`config.mk`:
```
export PLATFORM = sky130hd
export DESIGN_NAME = uart_tx_queue
export DESIGN_NICKNAME = d
export VERILOG_FILES = /design/src/rtl/uart_pkg.sv /design/src/rtl/sync_fifo.sv /design/src/rtl/uart_tx_queue.sv
export SDC_FILE = /design/constraint.sdc
export NUM_CORES = 1
export LEC_CHECK = 0
export BUFFER_PORTS_ARGS = -buffer_cell sky130_fd_sc_hd__buf_2
export CAP_MARGIN = 10
export CORE_MARGIN = 5
export CORE_UTILIZATION = 30
export DETAILED_ROUTE_END_ITERATION = 8
export GPL_TIMING_DRIVEN = 0
export HOLD_SLACK_MARGIN = 0.03
export PLACE_DENSITY = 0.45
export SYNTH_ARGS = -nofsm -noshare
export SYNTH_HDL_FRONTEND = slang
export SYNTH_SLANG_ARGS = --single-unit
```
`constraint.sdc`:
```
create_clock -name sys_clk_i -period 3.6 [get_ports sys_clk_i]
set_clock_uncertainty 0.2 [all_clocks]
set_input_delay 0.54 -clock sys_clk_i [delete_from_list [all_inputs] [get_ports sys_clk_i]]
set_output_delay 0.54 -clock sys_clk_i [all_outputs]
set_load 0.02 [all_outputs]
```
`src/rtl/uart_pkg.sv`:
```
// ---------------------------------------------------------------------------
// uart_pkg
//
// Shared definitions for the MMIO UART transmit queue:
//   - default MMIO addresses of the transmit data and status/control words
//   - bit positions inside the status word
//   - pacer FSM state type
//   - default inter-strobe gap (one 11-bit frame at 115200 baud on 74 MHz)
//   - helper that packs the status word
// ---------------------------------------------------------------------------
package uart_pkg;

    // Store here pushes one byte into the queue.
    localparam logic [31:0] TX_ADDR_DEFAULT    = 32'h0001_0000;
    // Status read / control write.
    localparam logic [31:0] STAT_ADDR_DEFAULT  = 32'h0001_0004;

    // 11 * ceil(74e6 / 115200) = 7073 clocks per frame; rounded up with margin.
    localparam int unsigned GAP_CYCLES_DEFAULT = 7200;

    // Status word layout.
    localparam int unsigned STAT_EMPTY     = 0;
    localparam int unsigned STAT_FULL      = 1;
    localparam int unsigned STAT_OVF       = 2;
    localparam int unsigned STAT_COUNT_LSB = 8;

    // Pacer: IDLE may issue a byte, WAIT burns the inter-frame gap.
    typedef enum logic {
        PACE_IDLE = 1'b0,
        PACE_WAIT = 1'b1
    } pace_state_e;

    // {16'b0, count[7:0], 5'b0, overflow, full, empty}
    function automatic logic [31:0] status_word(
        input logic [7:0] count,
        input logic       ovf,
        input logic       full,
        input logic       empty
    );
        logic [31:0] w;
        w                          = '0;
        w[STAT_EMPTY]              = empty;
        w[STAT_FULL]               = full;
        w[STAT_OVF]                = ovf;
        w[STAT_COUNT_LSB +: 8]     = count;
        return w;
    endfunction

endpackage

```
`src/rtl/sync_fifo.sv`:
```
// ---------------------------------------------------------------------------
// sync_fifo
//
// Single-clock FIFO with a registered occupancy count. Push and pop may
// happen in the same cycle; both take effect and the count is unchanged.
// Full/empty are derived from the registered count only, so a push while
// full is refused even if a pop retires an entry in the same cycle.
//
// Parameters:
//   WIDTH    data width
//   DEPTH    number of entries, power of two, >= 2
//
// Ports:
//   clk_i     in   1            clock
//   rst_ni    in   1            asynchronous active-low reset
//   push_i    in   1            write wdata_i at the tail (ignored when full)
//   pop_i     in   1            retire the head entry (ignored when empty)
//   wdata_i   in   WIDTH        data to push
//   rdata_o   out  WIDTH        current head entry (valid when !empty_o)
//   count_o   out  log2(D)+1    number of stored entries
//   full_o    out  1            count_o == DEPTH
//   empty_o   out  1            count_o == 0
// ---------------------------------------------------------------------------
module sync_fifo #(
    parameter int unsigned WIDTH = 8,
    parameter int unsigned DEPTH = 16
) (
    input  logic                     clk_i,
    input  logic                     rst_ni,
    input  logic                     push_i,
    input  logic                     pop_i,
    input  logic [WIDTH-1:0]         wdata_i,
    output logic [WIDTH-1:0]         rdata_o,
    output logic [$clog2(DEPTH):0]   count_o,
    output logic                     full_o,
    output logic                     empty_o
);

    localparam int unsigned AW = $clog2(DEPTH);
    localparam logic [AW:0] FULL_COUNT = (AW + 1)'(DEPTH);

    logic [WIDTH-1:0] mem_q [DEPTH];

    logic [AW-1:0] wr_ptr_q, wr_ptr_d;
    logic [AW-1:0] rd_ptr_q, rd_ptr_d;
    logic [AW:0]   count_q,  count_d;

    logic full;
    logic empty;
    logic do_push;
    logic do_pop;

    assign full    = (count_q == FULL_COUNT);
    assign empty   = (count_q == '0);
    assign do_push = push_i && !full;
    assign do_pop  = pop_i  && !empty;

    // Pointers are exactly AW bits wide, so wrapping modulo DEPTH is free.
    always_comb begin
        wr_ptr_d = wr_ptr_q;
        rd_ptr_d = rd_ptr_q;
        count_d  = count_q;
        if (do_push) begin
            wr_ptr_d = wr_ptr_q + AW'(1);
        end
        if (do_pop) begin
            rd_ptr_d = rd_ptr_q + AW'(1);
        end
        unique case ({do_push, do_pop})
            2'b10:   count_d = count_q + (AW + 1)'(1);
            2'b01:   count_d = count_q - (AW + 1)'(1);
            default: count_d = count_q;
        endcase
    end

    always_ff @(posedge clk_i or negedge rst_ni) begin
        if (!rst_ni) begin
            wr_ptr_q <= '0;
            rd_ptr_q <= '0;
            count_q  <= '0;
        end else begin
            wr_ptr_q <= wr_ptr_d;
            rd_ptr_q <= rd_ptr_d;
            count_q  <= count_d;
        end
    end

    // Storage needs no reset: an entry is only read after it was written.
    always_ff @(posedge clk_i) begin
        if (do_push) begin
            mem_q[wr_ptr_q] <= wdata_i;
        end
    end

    assign rdata_o = mem_q[rd_ptr_q];
    assign count_o = count_q;
    assign full_o  = full;
    assign empty_o = empty;

endmodule

```
`src/rtl/uart_tx_queue.sv`:
```
// ---------------------------------------------------------------------------
// uart_tx_queue
//
// MMIO transmit queue in front of the UART byte transmitter. Byte stores to
// TX_ADDR are buffered in a FIFO; a pacer issues them to the transmitter as
// single-cycle write strobes spaced GAP_CYCLES clocks apart, because the
// transmitter has no busy indication. STAT_ADDR reads back queue status and
// accepts a write-1-to-clear of the sticky overflow flag.
//
// Parameters:
//   TX_ADDR      MMIO address of the byte push
//   STAT_ADDR    MMIO address of the status/control word
//   DEPTH        FIFO entries, power of two, 2..256
//   GAP_CYCLES   clocks between successive uart_wr_o pulses, >= 2
//                (>= 7073 to cover a full frame at 115200 baud / 74 MHz)
//
// Ports:
//   sys_clk_i     in   1    system clock
//   sys_rstn_i    in   1    asynchronous active-low reset
//   mmio_we_i     in   1    store strobe, one cycle per store
//   mmio_addr_i   in   32   store/load address
//   mmio_wdata_i  in   32   store data
//   mmio_rdata_o  out  32   status word when addressed, else 0 (combinational)
//   uart_wr_o     out  1    registered one-cycle write strobe
//   uart_dat_o    out  8    registered byte, valid while uart_wr_o = 1
//   fifo_full_o   out  1    FIFO holds DEPTH entries
// ---------------------------------------------------------------------------
module uart_tx_queue
    import uart_pkg::*;
#(
    parameter logic [31:0] TX_ADDR    = TX_ADDR_DEFAULT,
    parameter logic [31:0] STAT_ADDR  = STAT_ADDR_DEFAULT,
    parameter int unsigned DEPTH      = 16,
    parameter int unsigned GAP_CYCLES = GAP_CYCLES_DEFAULT
) (
    input  logic        sys_clk_i,
    input  logic        sys_rstn_i,
    input  logic        mmio_we_i,
    input  logic [31:0] mmio_addr_i,
    input  logic [31:0] mmio_wdata_i,
    output logic [31:0] mmio_rdata_o,
    output logic        uart_wr_o,
    output logic [7:0]  uart_dat_o,
    output logic        fifo_full_o
);

    localparam int unsigned CW = $clog2(DEPTH) + 1;
    localparam int unsigned GW = $clog2(GAP_CYCLES);

    // The issue cycle and the cycle that returns to IDLE are both part of
    // the gap, so WAIT counts GAP_CYCLES-2 down to zero. That puts the next
    // issue exactly GAP_CYCLES edges after the previous one.
    localparam logic [GW-1:0] GAP_LOAD = GW'(GAP_CYCLES - 2);

    // ------------------------------------------------------------------
    // Address decode
    // ------------------------------------------------------------------
    logic tx_store;
    logic stat_store;
    logic stat_sel;

    assign stat_sel   = (mmio_addr_i == STAT_ADDR);
    assign tx_store   = mmio_we_i && (mmio_addr_i == TX_ADDR);
    assign stat_store = mmio_we_i && stat_sel;

    // Only the low byte is pushed and only bit 2 is a control bit.
    logic unused_wdata;
    assign unused_wdata = ^mmio_wdata_i[31:8];

    // ------------------------------------------------------------------
    // FIFO
    // ------------------------------------------------------------------
    logic          fifo_pop;
    logic [7:0]    fifo_head;
    logic [CW-1:0] fifo_count;
    logic          fifo_full;
    logic          fifo_empty;

    sync_fifo #(
        .WIDTH (8),
        .DEPTH (DEPTH)
    ) u_fifo (
        .clk_i   (sys_clk_i),
        .rst_ni  (sys_rstn_i),
        .push_i  (tx_store),
        .pop_i   (fifo_pop),
        .wdata_i (mmio_wdata_i[7:0]),
        .rdata_o (fifo_head),
        .count_o (fifo_count),
        .full_o  (fifo_full),
        .empty_o (fifo_empty)
    );

    // ------------------------------------------------------------------
    // Sticky overflow flag
    // ------------------------------------------------------------------
    logic ovf_q, ovf_d;

    // Set is evaluated after clear so a simultaneous overflow wins.
    always_comb begin
        ovf_d = ovf_q;
        if (stat_store && mmio_wdata_i[STAT_OVF]) begin
            ovf_d = 1'b0;
        end
        if (tx_store && fifo_full) begin
            ovf_d = 1'b1;
        end
    end

    // ------------------------------------------------------------------
    // Pacer FSM and output registers
    // ------------------------------------------------------------------
    pace_state_e   state_q, state_d;
    logic [GW-1:0] gap_q,   gap_d;
    logic          wr_q,    wr_d;
    logic [7:0]    dat_q,   dat_d;

    always_comb begin
        state_d  = state_q;
        gap_d    = gap_q;
        wr_d     = 1'b0;
        dat_d    = dat_q;
        fifo_pop = 1'b0;
        unique case (state_q)
            PACE_IDLE: begin
                if (!fifo_empty) begin
                    fifo_pop = 1'b1;
                    wr_d     = 1'b1;
                    dat_d    = fifo_head;
                    gap_d    = GAP_LOAD;
                    state_d  = PACE_WAIT;
                end
            end
            PACE_WAIT: begin
                if (gap_q == '0) begin
                    state_d = PACE_IDLE;
                end else begin
                    gap_d = gap_q - GW'(1);
                end
            end
            default: begin
                state_d = PACE_IDLE;
            end
        endcase
    end

    always_ff @(posedge sys_clk_i or negedge sys_rstn_i) begin
        if (!sys_rstn_i) begin
            state_q <= PACE_IDLE;
            gap_q   <= '0;
            wr_q    <= 1'b0;
            dat_q   <= '0;
            ovf_q   <= 1'b0;
        end else begin
            state_q <= state_d;
            gap_q   <= gap_d;
            wr_q    <= wr_d;
            dat_q   <= dat_d;
            ovf_q   <= ovf_d;
        end
    end

    // ------------------------------------------------------------------
    // Outputs
    // ------------------------------------------------------------------
    always_comb begin
        mmio_rdata_o = '0;
        if (stat_sel) begin
            mmio_rdata_o = status_word(8'(fifo_count), ovf_q, fifo_full, fifo_empty);
        end
    end

    assign uart_wr_o   = wr_q;
    assign uart_dat_o  = dat_q;
    assign fifo_full_o = fifo_full;

endmodule

```
==> impl_metrics.csv, run 1 <==
group,metric,value,unit
status,status,"finished clean",
cells_and_area,final_layout_size_suffix_gt1_frac,0.355,
cells_and_area,area_growth,20.8,%
critical_path,critical-path-max-stage-delay,0.59,ns
power,clkPwrFrac,0.443,
clock_network,hold_buffers,0,
place,port_buffers,60,
power,p_sw,0.000830,W
cells_and_area,diodes,0,
synthesis,synth_top_family_by_area,"multiplexers",
critical_path,cp_slowest_cell,"or4_4",
critical_path,crit_chain,"buf_6 > or4_4 > o21ai_1 > clkinvlp_4 > ha_1 > clkbuf_1 > xor2_1 > ha_1 > a21o_1 > a21oi_1 > nor3_1 > xnor2_1",
critical_path,crit_top_cell,"ha_1",
run,max-cap-violations,0,
synthesis,synth-compound-area-share,0.0548,
clock_network,cts_tree,"yes",
floorplanning,num_rows,56,
power,internal_power,0.00306,W
critical_path,crit_fanout,9,
synthesis,syn_inst,437,
clock_network,cts_sinks,165,
sta,relSlewSlack,0.372,
critical_path,critPathLaunchType,"register",
synthesis,synthArstFlopShare,0.224,
global_routing,track_usage,0.123,
routing,drt_iter0_markers,158,
critical_path,rr_startpoint,"u_fifo.count_o[2]",
synthesis,synth-xor-area-share,0.0160,
floorplanning,pin_count,109,
synthesis,ys_ff_latch,165,
power,ir_drop,0.343,mV
place,pre_cts_ws,-0.370,ns
sta,fmax,0.301,GHz
routing,wl_per_cell,18.3,um
global_routing,grt_util_met2,0.208,
sta,rsz0062_at_grt,"false",
place,gp_congestion,0.750,
synthesis,synth_cell_types,55,
critical_path,cp_top_family,"simple AND/OR/NAND/NOR gates",
synthesis,synth-simple-area-share,0.0730,
synthesis,avgSynthCellArea,16.3,um2
routing,drt_pass1_iterations,4,
global_routing,busiest_layer,"met2",
synthesis,ys_seq_area_frac,0.669,
power,share_comb_of_total_power,0.028,
routing,drcViolationCount,0,
synthesis,yosys_warnings,0,
synthesis,synth_flop_cell,"edfxtp_1",
global_routing,grt_max_degree,38,
critical_path,timing.critical_path.buf_inv,3,
global_routing,use_met1,0.158,
clock_network,numCtsBuffers,17,
synthesis,muxShareOfSynthArea,0.122,
clock_network,htreeDepth,4,
critical_path,crit_start,"u_fifo.count_o[2]",
routing,num_vias,4064,
routing,vias_per_cell,4.64,
cells_and_area,final_nets,620,
min_path,hold_class,"input pin to asynchronous set/reset pin",
floorplanning,die_w,164,um
floorplanning,initial_utilization,0.305,
synthesis,synth_adder_area_share,0.0158,
clock_network,insertion_delay,0.42,ns
floorplanning,core-area,23400,um2
sta,hold_viol,0,
global_routing,grt_pass1_wl,24400,um
floorplanning,die_area,26900,um2
synthesis,synth_edf_count,128,
global_routing,grt_pass1_vias,4262,
global_routing,antenna_found_initial,0,
sta,drv_slew,0,
power,power_frac_seq,0.529,
sta,fin_crit_sh,0.924,
routing,detail-route-antenna-nets,0,
power,cellPowerDensity,451,nW/um2
place,dp_cells,843,
cells_and_area,final_common_cell,"edfxtp_1",
clock_network,cts-root-buf,"clkbuf_16",
sta,setup_viol,0,
global_routing,grt_overflow,0,
synthesis,syn-cell-area,7130,um2
sta,worst_slew_pin_slew,0.937,ns
critical_path,cp_data_required_time,3.71,ns
place,dp_hpwl,11000,um
critical_path,path_class,"register to register",
cells_and_area,final_cell_mix,"edfxtp_1 (128), buf_2 (66), dfrtp_1 (37)",
clock_network,clockBufferDepth,2,
global_routing,grtUsageMet3,0.0294,
cells_and_area,final_cells,876,
sta,fin_ws,0.274,ns
critical_path,arrival,3.44,ns
place,post_dp_cell_area,8030,um2
floorplanning,fp.dieH,164,um
clock_network,path_clk_slew,0.07,ns
sta,min_period,3.33,ns
power,swShare,0.213,
critical_path,cp-end-kind,"register",
routing,wl,16100,um
cells_and_area,fin_util,0.368,
cells_and_area,fin_area,8610,um2
power,power_leakage,3.08,nW
-- sequential cells by signal (all words and copies together), names as in the netlist --
name,count
u_fifo.count_o,5
ovf_q,1
u_fifo.wr_ptr_q,4
uart_wr_o,1
state_q,1
u_fifo.mem_q,128
u_fifo.rd_ptr_q,4
gap_q,13
uart_dat_o,8
-- layer usage --
metal | vias up | routed length, um | part of all wire
met5 | - | 0 | 0
met4 | 0 | 189 | 0.012
met3 | 17 | 716 | 0.045
met2 | 111 | 7980 | 0.50
met1 | 2032 | 7170 | 0.45
li1 | 1904 | - | -
-- cell families after synthesis --
kind of cell	Yosys count
xor gates and xnor gates	13
adders and majority gates	9
muxes	46
buffers and inverters	61
other	1
DFF	165
AOI/OAI and AO/OA	55
and+or+nand+nor	87
-- metrics by stage --
stage               hold slack (ns)  TNS (ns)  total power (W)
detailed placement            0.281     -1.40          0.00221
floorplan                    0.0444         0          0.00215
global placement              0.273    -25.56          0.00220
CTS                          0.0760         0          0.00392
finish                       0.0474         0          0.00389
global route                  0.121         0          0.00401
-- worst paths after layout --
| kind | end | cells past startpoint | slack, ns |
|---|---|---|---|
| worst max register to register | u_fifo.count_o[4] | 12 | 0.27 |
| max in group asynchronous | u_fifo.count_o[1] | 1 | 2.57 |
| worst max-delay path | u_fifo.count_o[4] | 12 | 0.27 |
| worst min-delay path | gap_q[10] | 1 | 0.05 |
| min in group sys_clk_i | ovf_q | 3 | 0.25 |
| worst min register to register | gap_q[10] | 1 | 0.29 |
-- cells in the mapped netlist, types with 2 or more instances --
| cell type | instances | area share |
|---|---|---|
| nor4_1 | 15 | 0.013 |
| and3_1 | 7 | 0.0061 |
| mux4_2 | 32 | 0.10 |
| buf_4 | 25 | 0.026 |
| nand4_1 | 5 | 0.0044 |
| o211ai_1 | 2 | 0.0021 |
| a21oi_1 | 14 | 0.0098 |
| nand2b_1 | 3 | 0.0026 |
| mux2i_1 | 4 | 0.0056 |
| or4_4 | 4 | 0.0063 |
| nor2_1 | 6 | 0.0032 |
| nand3_1 | 2 | 0.0014 |
| ha_1 | 9 | 0.016 |
| inv_1 | 13 | 0.0068 |
| dfrtp_1 | 37 | 0.13 |
| or2_2 | 2 | 0.0018 |
| buf_2 | 6 | 0.0042 |
| nor2b_1 | 2 | 0.0018 |
| xnor2_1 | 6 | 0.0074 |
| edfxtp_1 | 128 | 0.54 |
| o22ai_1 | 16 | 0.014 |
| xor2_1 | 7 | 0.0086 |
| and4_1 | 3 | 0.0037 |
| o311ai_0 | 2 | 0.0025 |
| o41ai_1 | 3 | 0.0037 |
| buf_1 | 4 | 0.0021 |
| nand3b_1 | 2 | 0.0021 |
| mux2_2 | 10 | 0.016 |
| o21ai_0 | 4 | 0.0028 |
| nand2_1 | 11 | 0.0058 |
| clkbuf_1 | 11 | 0.0058 |
| buf_6 | 2 | 0.0032 |
| nor3_1 | 18 | 0.013 |
-- power groups by stage --
stage / clock network, W / registers (W) / logic (W)
after CTS: 0.00176 / 0.00206 / 0.000108
after global placement: 0 / 0.00210 / 0.000106
final: 0.00172 / 0.00206 / 0.000108
after detailed placement: 0 / 0.00210 / 0.000108
after global routing: 0.00183 / 0.00206 / 0.000120
after floorplan: 0 / 0.00210 / 0.0000519
-- what timing repair did --
action / in CTS / in global routing
endpoints found under the setup margin: 2 / 2
buffers inserted: 0 / 3
gates resized for setup: 0 / 2
cloned: 0 / 0
-- layout make-up --
type,count,area [um2]
inverters,13,52.6
clock buffers,20,437
plain buffers,46,289
repair buffers,67,353
clock inverters,12,120
flip-flops and latches,165,4770
fillers,2289,14800
multi-input cells,234,2190
well taps,319,399
No activity file was read; power rests on OpenSTA's default activity.
==> run 2: changes to the inputs <==
PLACE_DENSITY = 0.46   (was 0.45)
SKIP_LAST_GASP = 1   (was unset)
clock period = 2.7 ns   (was 3.6 ns; I/O delays follow)
==> run 2 against run 1 <==
Against the previous run: wire length up 0.57%; final cell count up 0.91%; flip-flop and latch count unchanged; maximum frequency up 27%; cell area up 3.0%; critical path type unchanged; critical endpoint is now u_fifo.mem_q[3][2]; largest power group unchanged.
==> impl_metrics.csv, run 2 (synthesis results as in run 1) <==
group,metric,value,unit
cells_and_area,final_cell_mix,"edfxtp_1 (128), buf_2 (64), buf_4 (43)",
critical_path,cp-endpoint,"u_fifo.mem_q[3][2]",
critical_path,cp.depth,7,
cells_and_area,regMostFlops,"u_fifo.mem_q",
critical_path,crit_start,"u_fifo.count_o[3]",
status,status,"finished clean",
cells_and_area,fillers,2213,
clock_network,insertion_delay,0.42,ns
routing,wl_per_cell,18.3,um
cells_and_area,seqCellArea,4770,um2
sta,min_period,2.61,ns
critical_path,crit_top_cell,"buf_4",
sta,relSlewSlack,0.391,
critical_path,r2r-end,"u_fifo.mem_q[3][2]",
critical_path,cp_data_required_time,2.63,ns
power,power_leakage,3.23,nW
power,power,0.00550,W
cells_and_area,final_common_cell,"edfxtp_1",
sta,fmax,0.383,GHz
min_path,hold_class,"input pin to register",
critical_path,arrival,2.55,ns
routing,drt_pass1_iterations,4,
critical_path,cp_top_family,"simple AND/OR/NAND/NOR gates",
global_routing,grt_util_met2,0.215,
routing,vias_per_cell,4.69,
global_routing,use_met1,0.159,
global_routing,grtUsageMet3,0.0284,
place,dp_hpwl,11100,um
cells_and_area,largest_reg_flops,128,
cells_and_area,final_layout_size_suffix_gt1_frac,0.389,
floorplanning,initial_utilization,0.305,
floorplanning,fp.dieH,164,um
power,ir_drop,0.476,mV
critical_path,cp_slowest_cell,"dfrtp_1",
routing,drcViolationCount,0,
sta,fin_crit_sh,0.968,
critical_path,critPathLaunchType,"register",
sta,drv_slew,0,
global_routing,track_usage,0.126,
critical_path,rr_startpoint,"u_fifo.count_o[3]",
cells_and_area,multiInputGateArea,2280,um2
cells_and_area,final_nets,628,
clock_network,clockBufferDepth,2,
floorplanning,num_rows,56,
global_routing,antenna_found_initial,0,
routing,num_vias,4146,
sta,worst_slew_pin_slew,0.909,ns
cells_and_area,area_growth,24.4,%
routing,drt_iter0_markers,263,
sta,hold_viol,0,
place,gp_congestion,0.798,
critical_path,crit_fanout,8,
global_routing,busiest_layer,"met2",
clock_network,htreeDepth,4,
sta,fin_ws,0.0874,ns
floorplanning,core-area,23400,um2
floorplanning,die_w,164,um
routing,detail-route-antenna-nets,0,
place,dp_cells,845,
clock_network,cts_tree,"yes",
cells_and_area,final_cells,884,
sta,rsz0062_at_grt,"true",
place,pre_cts_ws,-0.616,ns
power,cellPowerDensity,619,nW/um2
global_routing,grt_max_degree,38,
min_path,hold_depth,3,
clock_network,cts-root-buf,"clkbuf_16",
critical_path,r2r_slack,0.09,ns
place,port_buffers,60,
global_routing,grt_overflow,0,
critical_path,path_class,"register to register",
global_routing,grt_pass1_vias,4340,
min_path,min-delay-start,"mmio_we_i",
clock_network,cts_sinks,165,
floorplanning,pin_count,109,
critical_path,timing.critical_path.buf_inv,3,
floorplanning,die_area,26900,um2
routing,wl,16200,um
critical_path,cp-end-kind,"register",
critical_path,critical-path-max-stage-delay,0.50,ns
critical_path,worstRegToRegCells,7,
global_routing,grt_pass1_wl,25200,um
clock_network,path_clk_slew,0.06,ns
critical_path,crit_chain,"nor4_1 > a21oi_1 > nand4_4 > buf_4 > buf_4 > nor4_2 > buf_4",
clock_network,numCtsBuffers,17,
run,max-cap-violations,0,
cells_and_area,diodes,0,
sta,setup_viol,0,
==> run 2: where the power goes <==
group	leakage (nW)	switching (W)	internal (W)	total, W
Sequential	1.56	0.00000168	0.00274	0.00274
Clock	0.311	0.00101	0.00160	0.00261
Combinational	1.36	0.0000931	0.0000534	0.000146
Total	3.23	0.00110	0.00439	0.00550
==> run 2: layout make-up <==
class	instances	area share
Multi-Input combinational cell	234	0.257
Tap cell	319	0.0450
Clock inverter	12	0.0217
Clock buffer	20	0.0504
Timing Repair Buffer	79	0.0506
Buffer	42	0.0313
Inverter	13	0.00578
Sequential cell	165	0.538
==> run 2: layer usage <==
metal | up-vias | part of all wire
met5 | - | 0
met4 | 0 | 0.013
met3 | 15 | 0.056
met2 | 113 | 0.51
met1 | 2098 | 0.42
li1 | 1920 | -
==> run 2: worst register-to-register path, cell delays in order (launching register included) <==
cell	delay [ns]
dfrtp_1	0.50
nor4_1	0.10
a21oi_1	0.26
nand4_4	0.13
buf_4	0.21
buf_4	0.16
nor4_2	0.49
buf_4	0.27
==> run 2: how the worst min path moves through the flow <==
stage                      endpoint  slack, ns
after floorplan            gap_q[0]      -0.09
after global placement    gap_q[10]       0.27
after detailed placement   gap_q[9]       0.29
after CTS                     ovf_q       0.10
after global routing          ovf_q       0.12
final                         ovf_q       0.12
==> run 2: repair_timing <==
| item | 4_1_cts | 5_1_grt |
|---|---|---|
| setup endpoints to repair | 84 | 36 |
| endpoints found under the hold margin | 37 | 0 |
| setup buffers | 10 | 2 |
| gates resized for setup | 6 | 9 |
| pin swaps | 8 | 11 |
| hold buffers | 1 | 0 |
==> run 2: through the flow <==
stage	setup TNS, ns	hold WS, ns	instance area (um2)	utilization
after floorplan	-0.282	-0.0906	7300	-
after global placement	-115.91	0.271	8000	0.342
after detailed placement	-42.30	0.286	8130	0.347
after CTS	-0.169	0.103	8860	0.379
after global routing	-0.0119	0.119	8870	0.379
final	0	0.118	8870	0.379
